$ cat config.mk
export PLATFORM = sky130hd
export DESIGN_NAME = ksa_shuffle
export DESIGN_NICKNAME = d
export VERILOG_FILES = /design/src/rtl/ksa_shuffle.sv
export SDC_FILE = /design/constraint.sdc
export NUM_CORES = 1
export LEC_CHECK = 0
export ABC_AREA = 1
export CAP_MARGIN = 30
export CORE_MARGIN = 3
export CORE_UTILIZATION = 55
export CTS_CLUSTER_DIAMETER = 120
export DETAILED_ROUTE_END_ITERATION = 6
export GPL_TIMING_DRIVEN = 1
export PLACE_DENSITY = 0.86
export SLEW_MARGIN = 5
export SYNTH_ARGS = -nofsm -noshare
export SYNTH_HDL_FRONTEND = slang
export SYNTH_SLANG_ARGS = --single-unit
$ cat constraint.sdc
create_clock -name clk -period 6.15 [get_ports clk]
set_clock_uncertainty 0.1 [all_clocks]
set_input_delay 0.9225 -clock clk [delete_from_list [all_inputs] [get_ports clk]]
set_output_delay 0.9225 -clock clk [all_outputs]
set_load 0.01 [all_outputs]
$ cat src/rtl/ksa_shuffle.sv
// RC4 key-scheduling swap phase: walks i over 0..255, accumulates j and swaps s[i]/s[j]
// in a shared 256x8 synchronous RAM with 1-cycle read latency.
module ksa_shuffle #(
  parameter int KEY_BYTES = 3
) (
  input  logic                   clk,
  input  logic                   reset,
  input  logic                   start,
  input  logic [KEY_BYTES*8-1:0] secret_key,
  input  logic [7:0]             s_q,
  output logic [7:0]             s_address,
  output logic [7:0]             s_data,
  output logic                   s_wren,
  output logic                   SHUFFLE_FINISHED
);

  localparam int KW = (KEY_BYTES > 1) ? $clog2(KEY_BYTES) : 1;
  localparam logic [KW-1:0] K_LAST = KW'(KEY_BYTES - 1);

  typedef enum logic [2:0] {
    S_IDLE,
    S_READ_SI,
    S_WAIT_SI,
    S_READ_SJ,
    S_WAIT_SJ,
    S_WRITE_SI,
    S_WRITE_SJ,
    S_DONE
  } state_t;

  state_t        r_state;
  logic [7:0]    r_i;
  logic [7:0]    r_j;
  logic [KW-1:0] r_k;
  logic [7:0]    r_s_i;
  logic [7:0]    r_s_j;

  logic [7:0]    w_key [KEY_BYTES];
  logic [7:0]    w_key_byte;

  // key[0] is the most significant byte of secret_key
  for (genvar g = 0; g < KEY_BYTES; g++) begin : g_key
    assign w_key[g] = secret_key[(KEY_BYTES-g)*8-1 -: 8];
  end
  assign w_key_byte = w_key[r_k];

  always_ff @(posedge clk or posedge reset) begin
    if (reset) begin
      r_state <= S_IDLE;
      r_i     <= 8'd0;
      r_j     <= 8'd0;
      r_k     <= '0;
      r_s_i   <= 8'd0;
      r_s_j   <= 8'd0;
    end else begin
      case (r_state)
        S_IDLE:    if (start) r_state <= S_READ_SI;
        S_READ_SI: r_state <= S_WAIT_SI;
        S_WAIT_SI: begin
          r_s_i   <= s_q;
          r_j     <= r_j + s_q + w_key_byte;
          r_state <= S_READ_SJ;
        end
        S_READ_SJ: r_state <= S_WAIT_SJ;
        S_WAIT_SJ: begin
          r_s_j   <= s_q;
          r_state <= S_WRITE_SI;
        end
        S_WRITE_SI: r_state <= S_WRITE_SJ;
        S_WRITE_SJ: begin
          if (r_i == 8'hFF) begin
            r_state <= S_DONE;
          end else begin
            r_i     <= r_i + 8'd1;
            r_k     <= (r_k == K_LAST) ? '0 : r_k + 1'b1;
            r_state <= S_READ_SI;
          end
        end
        S_DONE:    r_state <= S_DONE;
        default:   r_state <= S_IDLE;
      endcase
    end
  end

  // The second write of an i==j swap carries the captured s[i], so s[i] is left unchanged.
  always_comb begin
    s_address        = r_i;
    s_data           = 8'd0;
    s_wren           = 1'b0;
    SHUFFLE_FINISHED = 1'b0;
    case (r_state)
      S_READ_SJ, S_WAIT_SJ: s_address = r_j;
      S_WRITE_SI: begin
        s_data = r_s_j;
        s_wren = 1'b1;
      end
      S_WRITE_SJ: begin
        s_address = r_j;
        s_data    = r_s_i;
        s_wren    = 1'b1;
      end
      S_DONE:  SHUFFLE_FINISHED = 1'b1;
      default: ;
    endcase
  end

endmodule
Word-level counts from Yosys, hierarchy flattened
Cells that the tools add are included.
{ "word_totals": {"elab_cells": 38, "reg_bits": 37, "inputBits": 35, "out_inout_bits": 18} }
{ "classes": {"n_bitwise": 2, "reduce_logical": 4, "eq_ne": 10, "addsub": 4, "n_lt_le_gt_ge": 1, "muxes": 11} }
{ "ops": {"columns": ["cell", "n"], "rows": [
  ["8-bit 2-to-1 mux", 3],
  ["3-bit case mux with 8 select lines", 1],
  ["8-bit adder", 2],
  ["8-bit binary-select mux with 2-bit select", 1],
  ["8-bit case mux with 2 select lines", 1],
  ["3-bit == test (second input constant)", 4],
  ["8-bit by 1-bit adder with 8-bit output (second input constant)", 1],
  ["8-bit == test (second input constant)", 1],
  ["3-bit by 2-bit == test with 1-bit output (second input constant)", 2],
  ["3-bit 2-to-1 mux", 2],
  ["3-bit by 1-bit == test with 1-bit output (second input constant)", 1],
  ["3-bit greater-or-equal comparator (second input constant)", 1],
  ["3-bit logical NOT", 1],
  ["2-bit NOT with 3-bit output", 1],
  ["3-bit OR reduction", 1],
  ["2-bit by 1-bit adder with 2-bit output (second input constant)", 1],
  ["2-bit == test (second input constant)", 1],
  ["1-bit 2-to-1 mux", 2],
  ["2-bit 2-to-1 mux", 1],
  ["2-bit inequality test (second input constant)", 1],
  ["2-bit AND reduction", 1],
  ["2-bit OR reduction", 1],
  ["1-bit NOT", 1]
]} }

Depth between registers and ports, before layout
{ "depth": {"word_depth": 5, "ltp_mapped": 16, "depth_no_buf": 16} }

Worst setup path after synthesis
No wires, ideal clock.
{ "synth_timing": {"path_kind": "input -> register", "startpoint": "input secret_key[17]", "endpoint": "register r_j[5]", "slack_ns": 3.342, "path_buffers": 0, "stages": 11, "arrival_time_ns": 2.579, "cell_sequence": "nand2_1 nand3_1 fa_1 ha_1 inv_1 fa_1 inv_1 a21oi_1 and2_1 o21ai_0 o21ai_0"} }
{ "synth_between": {"elab_chain_len": 4} }
{ "synth_lines": {"columns": ["element", "line", "text"], "rows": [
  ["start, declared", "9", "input logic [KEY_BYTES*8-1:0] secret_key,"],
  ["8-bit binary-select mux with 2-bit select", "45", "assign w_key_byte = w_key[r_k];"],
  ["8-bit 2-to-1 mux (not written as such) (2 in a row)", "45", null],
  ["8-bit adder", "61", "r_j <= r_j + s_q + w_key_byte;"],
  ["end signal, assigned", "61", null],
  ["end, declared", "33", "logic [7:0] r_j;"]
]} }
Every way passes these cells. The select of a mux whose other input is x is not followed.
A chain may end at the register's enable or synchronous reset.

Worst setup path after layout
{ "layout_timing": {"startpoint": "register r_state[0]", "endpoint": "output s_address[7]"} }
{ "layout_between": {"elab_chain_len": 3} }
{ "layout_lines": {"columns": ["element", "line", "text"], "rows": [
  ["start, declared", "31", "state_t r_state;"],
  ["start signal, assigned", "49", "r_state <= S_IDLE;"],
  ["start signal, assigned", "57", "S_IDLE: if (start) r_state <= S_READ_SI;"],
  ["start signal, assigned", "58", "S_READ_SI: r_state <= S_WAIT_SI;"],
  ["3-bit == test / 3-bit by 2-bit == test with 1-bit output (equally long branches)", "91", "case (r_state)"],
  ["3-bit OR reduction (no source line) *", null, null],
  ["8-bit 2-to-1 mux *", "91", null],
  ["end, declared", "11", "output logic [7:0] s_address,"]
]} }
Every way passes the cells marked *; elsewhere a longest branch is shown, timed or not.

==> results by group <==
Synth
  – Syn nets: 380
  – YS warnings: 0
  – Synth Register Bits: 37
  – Cells after synthesis: 330
  – Synth cell types: 31
  – Post-Syn Area: 2460 sq um
  – Post-synth ARST share: 100%
  – Synth Flop Type: dfrtp_1
  – Synth Area per Inst: 7.46 sq um
  – Sequential area share after synthesis: 37.6%
  – Post-synth EDFFs: 0

Global routing
  – Global route hottest layer: met2
  – First-pass GRT wire length: 9530 um
  – Antenna violations before repair: 0
  – M2 GR Usage: 38.2%
  – Global Route met3 Usage: 4.55%
  – Grt met1 use: 30.9%
  – Number of global-route vias before repair: 2198
  – Grt total ovfl: 0
  – Total track usage: 23.1%
  – Largest net degree at the start of global routing: 38

Die
  – Die outline width: 72.9 um
  – Core ar.: 4140 sq um
  – # IOs: 53
  – Initial Utilization: 59.4%
  – Die area: 5310 sq um
  – Row count: 23
  – Die Ht: 72.9 um

Placed design
  – GP Congestion: 0.862
  – Post-place setup slack: 2780 ps
  – Input/output buffers: 52
  – Placed Area: 3000 sq um
  – HPWL after DPL: 4280 um

Clocking
  – Post-CTS setup buffer count: 0
  – H-tree levels: 2
  – CTS Hold Buffers Added: 0
  – Clock sinks: 37
  – CTS buffer count: 5
  – Max Buffers Root-to-Sink: 2
  – Clk_lat worst skew: 290 ps
  – Post-cts repair resize count: 0
  – Reg clk slew, reported paths: 70 ps
  – Clk root buf: clkbuf_8
  – CTS tree: yes

STA
  – Final Setup Violations: 0
  – Worst-margin pin slew: 473 ps
  – Slew margin rel.: 68.4%
  – Fmax: 304 MHz
  – RSZ-0062 raised after global routing: no
  – Pins Over Slew Limit: 0
  – Fin Hold WS: 386 ps
  – Hold Vio Cnt, Final: 0
  – Crit share post-route: 53.4%
  – Min Tclk post-route: 3290 ps
  – Final Worst Setup Slack: 2860 ps
  – Setup TNS: 0 ps

Critical path
  – Critical path buffer and inverter count: 1
  – Worst path max stage delay: 600 ps
  – Crit-path most repeated cell: nand2_1
  – CP required: 5130 ps
  – CP top delay family: buffers and inverters
  – Slowest cell on the critical path: clkdlybuf4s50_1
  – Cell chain of the critical path: nand2_1, nand2_1, nand2_1, o21ai_0, clkdlybuf4s50_1
  – Crit path launch type: flop
  – Critical Path Sink Type: output pin
  – CP max FO: 15
  – Kind of critical path: flop to output pin
  – Reg-to-reg slack, setup: 3170 ps
  – Worst path arrival time: 2260 ps

Layout
  – Final instance area: 3080 sq um
  – Diodes inserted: 0
  – Most common cell after layout, fill and taps aside: nand2_1
  – Fill cell count: 319
  – Fraction of layout cells with a size suffix above 1: 6.53%
  – P&R area growth vs syn: 25.3%
  – Fin nets: 433
  – Most frequent cells in the layout: nand2_1 (117), clkdlybuf4s50_1 (52), inv_1 (48), dfrtp_1 (37)

Routing
  – Routed Antenna Nets: 0
  – DR vias: 2239
  – Via density: 5.17
  – Routed wire length: 5520 um
  – WL/cell: 12.8 um
  – Drc violations: 0
  – Drt first pass iters: 7
  – Iter 0 DRT Violations: 130

Power and ir drop
  – Pwr dens: 533 nW/um^2
  – Peak supply drop: 0.000228 V
  – Pleak: 1.54 nW

Run status
  – Status: complete, no violations

Min path
  – Hold WC Path Type: flop to flop

Job
  – Maxcap violations: 0
==> synthesized netlist by cell type, drive strengths merged, types with 2 or more instances <==
| cell | n | area (sq um) |
|---|---|---|
| a21oi | 9 | 45.0 |
| buf | 6 | 51.3 |
| dfrtp | 37 | 926 |
| fa | 8 | 160 |
| ha | 7 | 87.6 |
| inv | 50 | 188 |
| nand2 | 119 | 457 |
| nand3 | 22 | 110 |
| nand4 | 4 | 31.3 |
| nor2 | 17 | 83.8 |
| o21ai | 32 | 183 |
| o22ai | 5 | 31.3 |
| or2 | 2 | 12.5 |
| xnor2 | 2 | 17.5 |
| xor2 | 4 | 35.0 |
==> layout make-up <==
type	instances	area, sq um	area share, %
multi-input cells	236	1290	41.9
flip-flops and latches	37	926	30.0
repair buffers	53	528	17.1
inverters	50	188	6.09
clock buffers	7	86.3	2.80
well taps	50	62.6	2.03
==> flip-flops by register name, indices dropped and copies added (netlist names) <==
signal,cells
r_i,8
r_s_i,8
r_state,3
r_s_j,8
r_j,8
r_k,2
==> kinds of logic after synthesis <==
| family | after synthesis | share of synthesized area [%] |
|---|---|---|
| AND/OR/NAND/NOR | 166 | 28.7 |
| buffers and inverters | 57 | 9.86 |
| AO/OA/AOI/OAI | 48 | 11.2 |
| flip-flops | 37 | 37.6 |
| adder cells (fa/ha/maj) | 15 | 10.1 |
| XOR/XNOR | 6 | 2.14 |
| multiplexers | 1 | 0.458 |
==> final timing paths <==
check	from	to	depth (start not counted)
max	r_state[0]	s_address[7]	5
min	r_s_j[2]	r_s_j[2]	2
max reg2reg	r_k[0]	r_j[5]	14
min reg2reg	r_s_j[2]	r_s_j[2]	2
max in group asynchronous	reset	r_j[2]	3
min in group asynchronous	reset	r_state[0]	3
==> through the flow <==
step,util (%),std cells,power [mW]
4_1_cts,74.4,433,1.65
3_5_place_dp,72.3,426,1.47
5_1_grt,74.4,433,1.82
2_1_floorplan,-,330,1.17
6_report,74.4,433,1.64
3_3_place_gp,72.3,426,1.42
==> report_power, final <==
group,leakage [nW],switching [mW],internal [mW]
Combinational,1.04,0.594,0.442
Sequential,0.459,0.0899,0.349
Clock,0.0443,0.0805,0.0889
Total,1.54,0.764,0.880
==> worst reg2reg max path: cells and delay by family (launching register included) <==
family          cells  cell delay [ps]
fa+ha+maj           3              900
simple gates        2              510
compound gates      5              600
flops               1              430
buf+inv             4              320
==> routing by layer <==
metal	vias up	routed length (um)
met5	-	0
li1	1137	-
met2	74	2660
met1	1020	2410
met3	8	370
met4	0	78
Note: power is estimated with default switching activity, not from simulation.
==> variant, RTL diff (same flow settings) <==
Re-encode `state_t` (8 states) as one-hot, 8 bits wide.
--- a/src/rtl/ksa_shuffle.sv
+++ b/src/rtl/ksa_shuffle.sv
@@ -17,15 +17,15 @@
   localparam int KW = (KEY_BYTES > 1) ? $clog2(KEY_BYTES) : 1;
   localparam logic [KW-1:0] K_LAST = KW'(KEY_BYTES - 1);
 
-  typedef enum logic [2:0] {
-    S_IDLE,
-    S_READ_SI,
-    S_WAIT_SI,
-    S_READ_SJ,
-    S_WAIT_SJ,
-    S_WRITE_SI,
-    S_WRITE_SJ,
-    S_DONE
+  typedef enum logic [7:0] {
+    S_IDLE     = 8'b00000001,
+    S_READ_SI  = 8'b00000010,
+    S_WAIT_SI  = 8'b00000100,
+    S_READ_SJ  = 8'b00001000,
+    S_WAIT_SJ  = 8'b00010000,
+    S_WRITE_SI = 8'b00100000,
+    S_WRITE_SJ = 8'b01000000,
+    S_DONE     = 8'b10000000
   } state_t;
 
   state_t        r_state;
Check against the original RTL: same outputs for any inputs over 10 cycles, from zero or initial values and one cycle with reset high; not proved beyond that.
==> variant against the unedited design <==
- setup slack got worse by 250 ps
- area after synthesis increased by 12%
- sequential cell count increased by 5
- routed wire length increased by 7.9%
- maximum frequency decreased by 7.0%
- worst hold slack improved by 7.3 ps
- global-route usage decreased by 1.2 points
- design area increased by 9.7%
- final cell count increased by 12%
- via count increased by 9.2%
Power is not compared: it rests on default switching activity, and its combinational part moved more than twofold at a synthesized area within 25%.
==> variant: results (changes against the unedited design) <==
stage,metric,value,unit,change
detailed_routing,avgRoutedWirePerCell,12.33,µm,-3.3%
worst_setup_path,r2r_setup_slack,3190,ps,+20 ps
clock_network,clk_pin_slew,90,ps,+20 ps
placed_design,portBuffers,52,,unchanged
worst_setup_path,worstSetupEndpoint,s_address[6],,
yosys,synth.avg_cell_area,7.587,µm²,+1.7%
yosys,synth_area_leaders,"dfrtp_1, nand2_1, inv_1",,
yosys,synth_common_cells,"nand2_1, inv_1, dfrtp_1",,
status,status,"finished, final reports clean",,
min_path,min_path_cells,2,,unchanged
global_routing,grt_max_degree,43,,+13%
detailed_routing,wl_met3,321,µm,-13%
sta,slew_headroom,33.58,%,-35 points
placed_design,place.gp.congestion,0.9335,,+8.3%
placed_design,dp_slack,2769,ps,-6.940 ps
pwr,ir_worst_vdd,0.1949,mV,
placed_design,dp_hpwl,4.547,mm,+6.2%
yosys,synthesis.nets,412,,+8.4%
detailed_routing,wl_met1,2.599,mm,+7.7%
global_routing,grt_pass1_wl,10.58,mm,+11%
placed_design,dp_cells,475,,+12%
detailed_routing,drtPass1Iterations,4,,-3
finish,finalNetCount,465,,+7.4%
detailed_routing,met2_length,2.983,mm,+12%
finish,fill_cells,396,,+24%
detailed_routing,drt_iter0_markers,144,,+11%
clock_network,cts_resized,0,,unchanged
worst_setup_path,r2r_start,r_k[0]$_DFFE_PP0P_,,
worst_setup_path,cp_max_fo,19,,+4
sta,timing.hold.ws,393.1,ps,+7.298 ps
yosys,ys_warn_count,0,,unchanged
worst_setup_path,critPathArrivalTime,2510,ps,+250 ps
finish,area_growth,23.19,%,
min_path,hp-start,r_s_j[2]$_DFFE_PP0N_,,
global_routing,grt_pass1_vias,2398,,+9.1%
worst_setup_path,r2r_cells,13,,-1
clock_network,insertion_delay,300,ps,
min_path,min_to,r_s_j[2]$_DFFE_PP0N_,,
yosys,ys_types,33,,+6.5%
sta,max_freq,282.9,MHz,-7.0%
global_routing,met3_usage,4.225,%,-0.32 points
finish,drive_above_1_share,7.212,%,+0.68 points
global_routing,use_met1,28.44,%,-2.5 points
worst_setup_path,crit_start,r_state[6]$_DFFE_PP0P_,,
global_routing,met2_usage,37.89,%,-0.28 points
detailed_routing,post_drt_via_cell_ratio,5.064,,-2.1%
yosys,seq_area_frac_synth,38.31,%,+0.69 points
placed_design,placed_area,0.003288,mm²,+9.7%
global_routing,grt_usage,21.92,%,-1.2 points
detailed_routing,drt-total-wl,5.957,mm,+7.9%
variant: layout make-up:
cell class                      count  area share (%)
Clock buffer                        6           2.441
Multi-Input combinational cell    258           41.90
Inverter                           55           6.102
Sequential cell                    42           31.10
Clock inverter                      2          0.3698
Tap cell                           67           2.478
Timing Repair Buffer               53           15.61
variant: report_power, final:
part | total [mW] | switching (mW) | internal, mW
Clock | 0.189 | 0.0990 | 0.0904
Combinational | 0.448 | 0.258 | 0.191
Sequential | 0.423 | 0.0683 | 0.355
variant: kinds of logic (layout without fill, tap and decap cells):
family          count (synthesis)  in the layout  share of synthesized area (%)
flops                          42             42                          38.31
fa+ha+maj                      15             15                          9.020
compound gates                 53             53                          10.71
buf+inv                        62            116                          10.07
simple gates                  183            183                          29.66
xor+xnor                        7              7                          2.232
variant: worst max-delay path, cell delays in order (launching register included):
cell	delay, ps
dfrtp_1	410
nor2_1	210
nand4_2	420
nand3_2	380
nand2_1	80
o21ai_0	110
clkdlybuf4s50_1	590
